`src/rtl/pixel_write_scheduler_if.sv`:
```
// Bus bundle between the pixel write scheduler, the iterator array and the VGA SRAM port.
//   start               frame start request (level sampled)
//   req_valid/addr/color/done  per-iterator pixel requests, packed slice i = [i*W +: W]
//   grant               one-hot pulse: pixel i consumed
//   iter_start          pulse: iterators begin frame
//   vga_sram_*          registered write port
//   busy/frame_done/frame_cycles  frame status for the HPS
// The master modport is the scheduler; the slave modport is its environment.
interface pixel_write_scheduler_if #(
  parameter int unsigned N_ITER = 4,
  parameter int unsigned ADDR_W = 32,
  parameter int unsigned DATA_W = 8
);
  logic                       start;
  logic [N_ITER-1:0]          req_valid;
  logic [N_ITER*ADDR_W-1:0]   req_addr;
  logic [N_ITER*DATA_W-1:0]   req_color;
  logic [N_ITER-1:0]          req_done;
  logic [N_ITER-1:0]          grant;
  logic                       iter_start;
  logic [ADDR_W-1:0]          vga_sram_address;
  logic [DATA_W-1:0]          vga_sram_writedata;
  logic                       vga_sram_write;
  logic                       busy;
  logic                       frame_done;
  logic [31:0]                frame_cycles;

  modport master (
    input  start, req_valid, req_addr, req_color, req_done,
    output grant, iter_start, vga_sram_address, vga_sram_writedata, vga_sram_write,
    output busy, frame_done, frame_cycles
  );

  modport slave (
    output start, req_valid, req_addr, req_color, req_done,
    input  grant, iter_start, vga_sram_address, vga_sram_writedata, vga_sram_write,
    input  busy, frame_done, frame_cycles
  );
endinterface

```
`src/rtl/pixel_write_scheduler.sv`:
```
// Round-robin scheduler sharing the single VGA SRAM write port among N_ITER iterators.
// Sequences a frame (IDLE -> START -> RUN -> DONE), grants one pending pixel per cycle
// with rotating priority, and reports completion plus RUN cycle count.
// Ports:
//   clk    system clock, rising edge
//   reset  asynchronous, active-high
//   bus    pixel_write_scheduler_if.master (requests in, grants/SRAM write/status out)
module pixel_write_scheduler #(
  parameter int unsigned N_ITER = 4,
  parameter int unsigned ADDR_W = 32,
  parameter int unsigned DATA_W = 8
) (
  input  logic                     clk,
  input  logic                     reset,
  pixel_write_scheduler_if.master  bus
);

  localparam int unsigned PtrW = (N_ITER > 1) ? $clog2(N_ITER) : 1;
  localparam logic [PtrW-1:0] LastInit = PtrW'(N_ITER - 1);

  localparam logic [1:0] StIdle  = 2'd0;
  localparam logic [1:0] StStart = 2'd1;
  localparam logic [1:0] StRun   = 2'd2;
  localparam logic [1:0] StDone  = 2'd3;

  logic [1:0]        state_q, state_d;
  logic [PtrW-1:0]   last_q, last_d;
  logic [N_ITER-1:0] grant_q, grant_d;
  logic              write_q, write_d;
  logic [ADDR_W-1:0] addr_q, addr_d;
  logic [DATA_W-1:0] data_q, data_d;
  logic [31:0]       cycles_q, cycles_d;

  logic [N_ITER-1:0] eligible;
  logic              pick_valid;
  logic [PtrW-1:0]   pick_idx;
  logic [31:0]       cand;
  logic [ADDR_W-1:0] pick_addr;
  logic [DATA_W-1:0] pick_data;
  logic              all_done;

  // The requester granted this cycle is masked so it has one cycle to replace its pixel.
  assign eligible = bus.req_valid & ~grant_q;

  // Rotating-priority search starting just after the last winner.
  always_comb begin
    pick_valid = 1'b0;
    pick_idx   = '0;
    cand       = '0;
    for (int unsigned off = 1; off <= N_ITER; off++) begin
      cand = 32'(last_q) + off;
      if (cand >= N_ITER) begin
        cand = cand - N_ITER;
      end
      if (!pick_valid && eligible[cand[PtrW-1:0]]) begin
        pick_valid = 1'b1;
        pick_idx   = cand[PtrW-1:0];
      end
    end
  end

  always_comb begin
    pick_addr = '0;
    pick_data = '0;
    for (int unsigned i = 0; i < N_ITER; i++) begin
      if (pick_idx == PtrW'(i)) begin
        pick_addr = bus.req_addr[i*ADDR_W +: ADDR_W];
        pick_data = bus.req_color[i*DATA_W +: DATA_W];
      end
    end
  end

  // Frame ends only once nothing is pending and the last grant has retired.
  assign all_done = (&bus.req_done) && !(|bus.req_valid) && !(|grant_q);

  always_comb begin
    state_d  = state_q;
    last_d   = last_q;
    grant_d  = '0;
    write_d  = 1'b0;
    addr_d   = addr_q;
    data_d   = data_q;
    cycles_d = cycles_q;
    case (state_q)
      StIdle: begin
        if (bus.start) begin
          state_d  = StStart;
          cycles_d = '0;
        end
      end
      StStart: begin
        last_d  = LastInit;
        state_d = StRun;
      end
      StRun: begin
        if (cycles_q != 32'hFFFF_FFFF) begin
          cycles_d = cycles_q + 32'd1;
        end
        if (pick_valid) begin
          grant_d[pick_idx] = 1'b1;
          write_d           = 1'b1;
          addr_d            = pick_addr;
          data_d            = pick_data;
          last_d            = pick_idx;
        end
        if (all_done) begin
          state_d = StDone;
        end
      end
      StDone: begin
        // Clearing the count on entry makes the restart visible alongside iter_start.
        if (bus.start) begin
          state_d  = StStart;
          cycles_d = '0;
        end
      end
      default: state_d = StIdle;
    endcase
  end

  always_ff @(posedge clk or posedge reset) begin
    if (reset) begin
      state_q  <= StIdle;
      last_q   <= LastInit;
      grant_q  <= '0;
      write_q  <= 1'b0;
      addr_q   <= '0;
      data_q   <= '0;
      cycles_q <= '0;
    end else begin
      state_q  <= state_d;
      last_q   <= last_d;
      grant_q  <= grant_d;
      write_q  <= write_d;
      addr_q   <= addr_d;
      data_q   <= data_d;
      cycles_q <= cycles_d;
    end
  end

  assign bus.grant              = grant_q;
  assign bus.iter_start         = (state_q == StStart);
  assign bus.vga_sram_address   = addr_q;
  assign bus.vga_sram_writedata = data_q;
  assign bus.vga_sram_write     = write_q;
  assign bus.busy               = (state_q == StStart) || (state_q == StRun);
  assign bus.frame_done         = (state_q == StDone);
  assign bus.frame_cycles       = cycles_q;

endmodule

```
`src/flat_wrapper.sv`:
```
// flat-port wrapper written by rule: the top's interface ports become plain ports
module pixel_write_scheduler_flat 
#(
  parameter int unsigned N_ITER = 4,
  parameter int unsigned ADDR_W = 32,
  parameter int unsigned DATA_W = 8
)
  (clk, reset, bus_start, bus_req_valid, bus_req_addr, bus_req_color, bus_req_done, bus_grant, bus_iter_start, bus_vga_sram_address, bus_vga_sram_writedata, bus_vga_sram_write, bus_busy, bus_frame_done, bus_frame_cycles);
  pixel_write_scheduler_if #(.N_ITER(N_ITER), .ADDR_W(ADDR_W), .DATA_W(DATA_W)) bus_i ();
  input  logic clk;
  input  logic reset;
  input wire logic [$bits(bus_i.start)-1:0] bus_start;
  input wire logic [$bits(bus_i.req_valid)-1:0] bus_req_valid;
  input wire logic [$bits(bus_i.req_addr)-1:0] bus_req_addr;
  input wire logic [$bits(bus_i.req_color)-1:0] bus_req_color;
  input wire logic [$bits(bus_i.req_done)-1:0] bus_req_done;
  output wire logic [$bits(bus_i.grant)-1:0] bus_grant;
  output wire logic [$bits(bus_i.iter_start)-1:0] bus_iter_start;
  output wire logic [$bits(bus_i.vga_sram_address)-1:0] bus_vga_sram_address;
  output wire logic [$bits(bus_i.vga_sram_writedata)-1:0] bus_vga_sram_writedata;
  output wire logic [$bits(bus_i.vga_sram_write)-1:0] bus_vga_sram_write;
  output wire logic [$bits(bus_i.busy)-1:0] bus_busy;
  output wire logic [$bits(bus_i.frame_done)-1:0] bus_frame_done;
  output wire logic [$bits(bus_i.frame_cycles)-1:0] bus_frame_cycles;
  assign bus_i.start = bus_start;
  assign bus_i.req_valid = bus_req_valid;
  assign bus_i.req_addr = bus_req_addr;
  assign bus_i.req_color = bus_req_color;
  assign bus_i.req_done = bus_req_done;
  assign bus_grant = bus_i.grant;
  assign bus_iter_start = bus_i.iter_start;
  assign bus_vga_sram_address = bus_i.vga_sram_address;
  assign bus_vga_sram_writedata = bus_i.vga_sram_writedata;
  assign bus_vga_sram_write = bus_i.vga_sram_write;
  assign bus_busy = bus_i.busy;
  assign bus_frame_done = bus_i.frame_done;
  assign bus_frame_cycles = bus_i.frame_cycles;
  pixel_write_scheduler #(.N_ITER(N_ITER), .ADDR_W(ADDR_W), .DATA_W(DATA_W)) u_core (.clk(clk), .reset(reset), .bus(bus_i));
endmodule
```
`config.mk`:
```
export PLATFORM = sky130hd
export DESIGN_NAME = pixel_write_scheduler_flat
export DESIGN_NICKNAME = d
export VERILOG_FILES = /design/src/rtl/pixel_write_scheduler_if.sv /design/src/rtl/pixel_write_scheduler.sv /design/src/flat_wrapper.sv
export SDC_FILE = /design/constraint.sdc
export NUM_CORES = 1
export LEC_CHECK = 0
export ABC_AREA = 1
export CAP_MARGIN = 20
export CELL_PAD_IN_SITES_DETAIL_PLACEMENT = 0
export CELL_PAD_IN_SITES_GLOBAL_PLACEMENT = 2
export CORE_ASPECT_RATIO = 0.5
export CORE_MARGIN = 5
export CORE_UTILIZATION = 23
export DETAILED_ROUTE_END_ITERATION = 8
export GPL_TIMING_DRIVEN = 0
export PLACE_DENSITY_LB_ADDON = 0.3
export SLEW_MARGIN = 40
export SYNTH_ARGS = -nofsm -noshare
export SYNTH_HDL_FRONTEND = slang
export SYNTH_SLANG_ARGS = --single-unit
export TNS_END_PERCENT = 20
```
`constraint.sdc`:
```
create_clock -name clk -period 5.2 [get_ports clk]
set_input_delay 1.04 -clock clk [delete_from_list [all_inputs] [get_ports clk]]
set_output_delay 1.04 -clock clk [all_outputs]
set_load 0.05 [all_outputs]
```
== Word-level counts from Yosys, hierarchy flattened ==
Cells that the tools add are included.

* Bits in registers: 81
* Bits of input ports: 171
* Word-level logic and storage cells: 105

* Add/sub/neg operators: 9
* Order comparisons: 10
* Equality and inequality tests: 11
* Muxes and demuxes: 42
* Bitwise gates (word level): 2
* Reductions and logical operators: 24

{| class="wikitable"
|+ Operators by type and width
! kind !! count
|-
| 32-bit 2-to-1 mux || 6
|-
| 32-bit one-hot mux with 2 select lines || 1
|-
| 32-bit by 1-bit adder with 32-bit output (second input constant) || 1
|-
| 8-bit 2-to-1 mux || 4
|-
| 32-bit != test (second input constant) || 1
|-
| 2-bit 2-to-1 mux || 11
|-
| 2-bit by 3-bit less-than comparator with 1-bit output (second input constant) || 5
|-
| 1-bit 2-to-1 mux || 11
|-
| 3-bit greater-or-equal comparator (second input constant) || 3
|-
| 1-bit binary-select mux with 2-bit select || 4
|-
| 2-bit == test (second input constant) || 4
|-
| 4-bit 2-to-1 mux || 2
|-
| 2-bit by 1-bit != test with 1-bit output (second input constant) || 4
|-
| 4-bit OR reduction || 2
|-
| 2-bit by 1-bit subtractor with 2-bit output (second input constant) || 4
|-
| 2-bit by 2-bit adder with 3-bit output (second input constant) || 2
|-
| 1-bit logical AND || 6
|-
| 2-bit one-hot mux with 3 select lines || 1
|-
| 2-bit AND reduction || 3
|-
| 1-bit logical NOT || 5
|-
| 2-bit by 3-bit adder with 4-bit output (second input constant) || 1
|-
| 4-bit AND || 1
|-
| 2-bit by 1-bit == test with 1-bit output (second input constant) || 2
|-
| 4-bit by 3-bit greater-or-equal comparator with 1-bit output (second input constant) || 1
|-
| 11 further kinds || 13
|}

== Longest topological paths before layout ==
Gate-level depths: netlist (run 1).

* Depth after elaboration: 21
* Depth in mapped cells: 17
* Mapped depth without buffers: 15

== Worst setup path after synthesis (run 1) ==
No wires, ideal clock.

* Path type: reg-to-output
* From: reg u_core.state_q[0]
* To: out bus_busy
* Arrival time: 1606 ps
* Slack: 2554 ps
* Stages on the path, launching flop included: 6
* Buffers on the path: 2
* Path through: dfrtp_1 inv_1 ha_1 clkbuf_1 inv_1 clkbuf_1

* Longest elaborated chain between the ends: 2
* Elaborated cells on any way between the ends: 3

{| class="wikitable"
|+ Ends and longest elaborated chain
! element !! RTL line !! source
|-
| start: declaration || pixel_write_scheduler.sv:26 || <nowiki>logic [1:0] state_q, state_d;</nowiki>
|-
| start signal: assignment || pixel_write_scheduler.sv:123 || <nowiki>state_q <= StIdle;</nowiki>
|-
| start signal: assignment || pixel_write_scheduler.sv:131 || <nowiki>state_q <= state_d;</nowiki>
|-
| 2-bit by 1-bit == test with 1-bit output or 2-bit == test (tied branches) || pixel_write_scheduler.sv:146 || <nowiki>assign bus.busy = (state_q == StStart) || (state_q == StRun);</nowiki>
|-
| 1-bit logical OR (*) || pixel_write_scheduler.sv:146 ||
|-
| end: declaration || flat_wrapper.sv:22 || <nowiki>output wire logic [$bits(bus_i.busy)-1:0] bus_busy;</nowiki>
|}

Every way passes the cells marked *; elsewhere a longest branch is shown, timed or not.

== Final worst setup path (run 1) ==
Ends and elaborated chain as after synthesis.

==> results.cfg, run 1 <==
[run_status]
outcome = finished, final reports clean

[pwr]
p_leak_uw = 0.004091
power_frac_seq_pct = 16.5
p_comb_share_pct = 72.6
ir_worst_vdd_uv = 273.2
internal_power_uw = 2486
p_per_area_mw_per_mm2 = 643.0
power.switching_uw = 3319
sw_frac_of_total_pct = 57.18
clockPowerShare_pct = 10.9

[floorplan]
core_sq_mm = 0.02498
die_area_sq_mm = 0.02860
fp.dieH_um = 122.1
start_util_pct = 23.14
num_io_pins = 251
die_w_um = 234.2
row_count = 41

[hold_path]
holdCritPathClass = flop to flop

[routing]
wirelength_mm = 26.09
wl_per_cell_um = 17.26
drc = 0
drtIter0Drc = 444
vias_per_cell = 4.496
vias = 6798
ant_nets = 0
drt-pass1-iter-count = 5

[cts]
hold_buffers = 0
cts_resized = 0
post_cts.repair.setup_buffers = 0
clk_latency_ns = 0.37
cts_max_level = 3
clk_pin_slew_worst_paths_ns = 0.07
cts_tree = yes
cts_buffers = 9
root_buffer = clkbuf_16
cts_max_path_buffers = 2
cts.sinks = 81

[synthesis]
synth_most_common_cell = nand2_1
synth_compound_area_share_pct = 5.215
yosysSeqAreaShare_pct = 35.10
synthAdderAreaFrac_pct = 1.082
synthCells = 900
ys.warnings.count = 0
yosysTopAreaCellShare_pct = 34.19
synth_top_flop_cell = dfrtp_1
ys_types = 36
synthTopCellsByCount = 323 x nand2_1, 107 x nor2_1, 99 x nand3_1, 86 x inv_1, 79 x dfrtp_1
synth_top_family_by_area = simple AND/OR/NAND/NOR gates
netlist_area_sq_mm = 0.005782
synth_top_cell_by_area = dfrtp_1
synth_xor_area_share_pct = 2.424
muxShareOfSynthArea_pct = 0
synthSimpleGateAreaFrac_pct = 46.46
synth_nets = 1076
synth_area_leaders = dfrtp_1 34%, nand2_1 21%, nand3_1 8.6%
synth_edf_count = 0
syn_area_per_cell_sq_um = 6.424
postSynth.asyncResetShare_pct = 100.0
ys_ff_latch = 81

[grt]
grt_pass1_wl_mm = 39.02
grt_usage_pct = 17.99
grt_max_degree = 67
use_met2_pct = 30.98
antenna_found_initial = 2
grt_util_met1_pct = 22.53
gr-total-overflow = 0
grt_pass1_vias = 6857
grt-busiest-layer = met2
grt.met3_usage_pct = 4.751

[place]
placed_area_sq_mm = 0.008750
place_congestion = 0.8715
io_buffer_count = 250
hpwl_mm = 20.58

[timing]
slew_headroom_pct = 59.14
period_share_pct = 75.19
drv_slew = 0
clock.fmax_mhz = 255.8
tns_ns = 0
finalSetupViolations = 0
finalHoldViolCount = 0
fin_crit_ns = 3.910
rsz0062_at_grt = no
worst_pin_slew_ns = 0.6073
skew_ns = 0.008363

[worst_setup_path]
cp_top_family = buffers and inverters
arrival_ns = 2.87
path_cells = inv_1 -> ha_1 -> clkbuf_1 -> inv_1 -> clkbuf_1 -> clkdlybuf4s50_1
cp-start-kind = flop
cp_max_fo = 10
cpMaxStageDelayCell = clkdlybuf4s50_1
path_class = flop to primary output
cpPeakStageDelay_ns = 0.91
crit_buf_inv = 5
crit_required_ns = 4.16
endpoint_kind = primary output

[layout]
drive_above_1_share_pct = 5.998
final_cell_area_sq_mm = 0.009027
nets = 1338
area_growth_pct = 56.14

[job]
drv_cap = 0
==> flip-flops by register name (all words and copies together), names as in the netlist <==
signal and flops:
u_core.bus.frame_cycles 32, u_core.bus.vga_sram_address 32, u_core.bus.vga_sram_writedata 8, u_core.bus.grant 4
u_core.last_q 2, u_core.state_q 2, u_core.bus.vga_sram_write 1
==> layout make-up <==
type,count,area [sq um]
Antenna cell,1,2.502
Timing Repair Buffer,251,2530
Fill cell,2739,15960
Inverter,89,344.1
Clock inverter,4,28.78
Buffer,41,225.2
Multi-Input combinational cell,689,3191
Clock buffer,12,246.5
Tap cell,344,430.4
Sequential cell,81,2029
==> metal layers <==
metal	part of all wire, %	up-vias	wire length, um
met5	0.042	-	11
met3	4.6	36	1213
li1	-	3405	-
met1	44	3189	11390
met2	50	166	12930
met4	2.1	2	548
==> worst reg2reg max path: stages, from the launching register on <==
cell and delay [ns]:
dfrtp_1 0.41, inv_1 0.07, ha_1 0.27, clkbuf_1 0.41, inv_1 0.12, or2_2 0.33
nand3_2 0.24, inv_2 0.16, buf_2 0.23, nand4_1 0.09, o21ai_1 0.07
==> per-stage QoR <==
| stage | setup WS [ns] | util, % | power (uW) | instances | hold WS (ns) |
|---|---|---|---|---|---|
| global placement | 0.2189 | 34.88 | 5198 | 1494 | 0.4631 |
| global route | 1.103 | 36.13 | 6320 | 1512 | 0.5023 |
| detailed placement | 1.656 | 35.02 | 5221 | 1495 | 0.4638 |
| floorplan | 2.083 | - | 3777 | 900 | 0.5027 |
| CTS | 1.220 | 36.12 | 5884 | 1511 | 0.4835 |
| finish | 1.290 | 36.13 | 5805 | 1512 | 0.4801 |
==> power groups by stage <==
stage / registers (uW) / clock network [uW] / logic [uW]
after floorplan: 1560 / 0 / 2220
after global placement: 966 / 0 / 4230
after detailed placement: 968 / 0 / 4250
after CTS: 959 / 658 / 4270
after global routing: 982 / 689 / 4650
final: 957 / 634 / 4210
==> cells by family (layout without fill, tap and decap cells) <==
| kind of cell | Yosys count | in the layout |
|---|---|---|
| simple gates | 618 | 618 |
| buf+inv | 130 | 397 |
| flops | 81 | 81 |
| compound gates | 50 | 50 |
| xor+xnor | 16 | 16 |
| fa+ha+maj | 5 | 5 |
| other cells | 0 | 1 |
==> cells in the final DEF (no fill, tap or decap), types with 3 or more instances in the layout <==
master / n
or2_2: 4
buf_2: 21
xor2_1: 10
a21oi_1: 6
o21ai_0: 18
xnor2_1: 6
nor3_1: 20
clkbuf_1: 12
nor4_1: 6
nand2_1: 323
inv_1: 85
buf_4: 7
ha_1: 5
nand3b_1: 9
nand3_1: 99
o21ai_1: 5
nand2_2: 4
clkdlybuf4s50_1: 250
dfrtp_1: 79
clkbuf_16: 9
nor2_1: 107
nor2_2: 3
o31ai_1: 17
nand4_1: 36
==> path summary, 6_finish.rpt <==
kind | cells past startpoint | slack, ns | start | endpoint
worst min register to register | 2 | 0.48 | u_core.bus.vga_sram_address[1] | u_core.bus.vga_sram_address[1]
max in group asynchronous | 3 | 3.61 | reset | u_core.bus.vga_sram_address[26]
worst min-delay path | 2 | 0.48 | u_core.bus.vga_sram_address[1] | u_core.bus.vga_sram_address[1]
worst max-delay path | 6 | 1.29 | u_core.state_q[0] | bus_busy
min in group asynchronous | 2 | 0.98 | reset | u_core.bus.vga_sram_writedata[4]
worst max register to register | 10 | 2.68 | u_core.state_q[0] | u_core.bus.frame_cycles[8]
Note: power is estimated with default switching activity, not from simulation.
==> run 2, diff against run 1 <==
--- a/config.mk
+++ b/config.mk
@@ -11,7 +11,7 @@
 export CELL_PAD_IN_SITES_GLOBAL_PLACEMENT = 2
 export CORE_ASPECT_RATIO = 0.5
 export CORE_MARGIN = 5
-export CORE_UTILIZATION = 23
+export CORE_UTILIZATION = 21
 export DETAILED_ROUTE_END_ITERATION = 8
 export GPL_TIMING_DRIVEN = 0
 export PLACE_DENSITY_LB_ADDON = 0.3
==> constraint.sdc (replaced) <==
create_clock -name clk -period 3.7 [get_ports clk]
set_input_delay 0.74 -clock clk [delete_from_list [all_inputs] [get_ports clk]]
set_output_delay 0.74 -clock clk [all_outputs]
set_load 0.05 [all_outputs]
==> run 2 against run 1 <==
Compared with the run above: core utilization fell by 2.3 points; clock skew fell by 0.00058 ns; power rose by 41%; cell count rose by 0.53%; highest routed layer is now met4; setup slack got worse by 0.89 ns; routed wire length rose by 2.8%.
==> results.cfg, run 2 (synthesis results as in run 1) <==
[worst_setup_path]
endpoint_kind = primary output
reg2reg_depth = 10
r2r_start = u_core.state_q[0]
path_class = flop to primary output
crit_required_ns = 2.96
rrSetupSlack_ns = 1.18
cp_max_fo = 10
endpoint = bus_busy
critPathLaunch = u_core.state_q[0]
timing.rr.end = u_core.bus.frame_cycles[18]
cp-start-kind = flop
arrival_ns = 2.56

[job]
drv_cap = 0

[timing]
period_share_pct = 89.26
fin_hold_ws_ns = 0.4790
slew_headroom_pct = 57.26
clock.fmax_mhz = 302.8
skew_ns = 0.007783
worst_pin_slew_ns = 0.6410
tns_ns = 0
fin_crit_ns = 3.303
drv_slew = 0
finalSetupViolations = 0
finalHoldViolCount = 0
rsz0062_at_grt = no

[floorplan]
num_io_pins = 251
start_util_pct = 21.57
core_sq_mm = 0.02680
fp.dieH_um = 127.3
die_w_um = 244.7
die_area_sq_mm = 0.03115
row_count = 42

[layout]
nets = 1338
layout_commonest_cell = nand2_1
drive_above_1_share_pct = 5.998
layout_common_cells = 323 x nand2_1, 249 x clkdlybuf4s50_1, 107 x nor2_1, 99 x nand3_1, 85 x inv_1
area_growth_pct = 56.72

[pwr]
p_leak_uw = 0.004102
internal_power_uw = 3552
p_per_area_mw_per_mm2 = 904.3
clockPowerShare_pct = 11.7
p_comb_share_pct = 71.9
power.switching_uw = 4642
ir_worst_vdd_uv = 306.5
sw_frac_of_total_pct = 56.65
power_frac_seq_pct = 16.5

[cts]
cts_buffers = 9
root_buffer = clkbuf_16
post_cts.repair.setup_buffers = 0
cts.sinks = 81
cts_max_path_buffers = 2
clk_latency_ns = 0.36
cts_tree = yes
clk_pin_slew_worst_paths_ns = 0.06
cts_max_level = 3

[routing]
vias = 6799
ant_nets = 0
vias_per_cell = 4.473
drc = 0
drt-pass1-iter-count = 5
wirelength_mm = 26.83
met2_length_mm = 13.64
wl_met3_um = 979
highest_layer = met4
drtIter0Drc = 355
wl_per_cell_um = 17.65
wl_met1_mm = 11.74

[run_status]
outcome = finished, final reports clean

[grt]
grt_max_degree = 54
antenna_found_initial = 1
gr-total-overflow = 0
grt_pass1_wl_mm = 40.84
grt_pass1_vias = 6950
grt_usage_pct = 16.99

[place]
place_congestion = 0.8814
io_buffer_count = 250
hpwl_mm = 21.40

[hold_path]
holdCritPathClass = flop to flop
-- run 2: power groups by stage --
stage / registers (uW) / logic, uW / clock network (uW)
6_report: 1350 / 5890 / 955
5_1_grt: 1390 / 6540 / 1040
4_1_cts: 1350 / 6000 / 1000
3_5_place_dp: 1360 / 5990 / 0
3_3_place_gp: 1360 / 5970 / 0
2_1_floorplan: 2190 / 3120 / 0
-- run 2: stage by stage --
stage | util (%) | setup WS (ns) | instance area [sq um] | instances | power (uW)
after floorplan | - | 0.8832 | 5782 | 900 | 5308
after global placement | 32.55 | -1.020 | 8725 | 1502 | 7327
after detailed placement | 32.68 | 0.4097 | 8760 | 1503 | 7353
after CTS | 33.80 | 0.3137 | 9059 | 1519 | 8355
after global routing | 33.81 | 0.2035 | 9061 | 1520 | 8967
final | 33.81 | 0.3972 | 9061 | 1520 | 8194
-- run 2: cell type report --
cell class / instances / area [sq um]
fill: 2940 / 17740
multi-input combinational: 689 / 3191
timing repair buffer: 251 / 2529
sequential: 81 / 2029
tap: 352 / 440.4
inverter: 89 / 344.1
clock buffer: 12 / 246.5
buffer: 41 / 225.2
clock inverter: 4 / 53.80
antenna: 1 / 2.502
-- run 2: how the worst min path moves through the flow --
stage,depth (start not counted),slack [ns],start,to
finish,2,0.48,u_core.bus.vga_sram_address[26],u_core.bus.vga_sram_address[26]
CTS,2,0.49,u_core.bus.vga_sram_address[26],u_core.bus.vga_sram_address[26]
global placement,2,0.46,u_core.bus.vga_sram_writedata[4],u_core.bus.vga_sram_writedata[4]
floorplan,2,0.50,u_core.state_q[1],u_core.state_q[1]
global route,2,0.50,u_core.bus.vga_sram_address[12],u_core.bus.vga_sram_address[12]
detailed placement,2,0.46,u_core.bus.vga_sram_address[20],u_core.bus.vga_sram_address[20]
-- run 2: timing repair --
action                                  CTS  global route
hold buffers                              0             0
endpoints found under the setup margin    1             0
endpoints found under the hold margin     0             0
resized for setup                         1             0
-- run 2: worst max-delay path, cell delays in order, from the launching register on --
cell and delay, ns:
dfrtp_1 0.42, inv_1 0.06, ha_1 0.28, clkbuf_1 0.27
inv_1 0.17, clkbuf_1 0.41, dlygate4sd2_1 0.59
-- run 2: routing by layer --
metal / vias to the layer above / track usage, %
met2: 147 / 29.88
met5: - / 0
met4: 0 / 4.087
met3: 32 / 3.819
li1: 3414 / -
met1: 3206 / 21.40
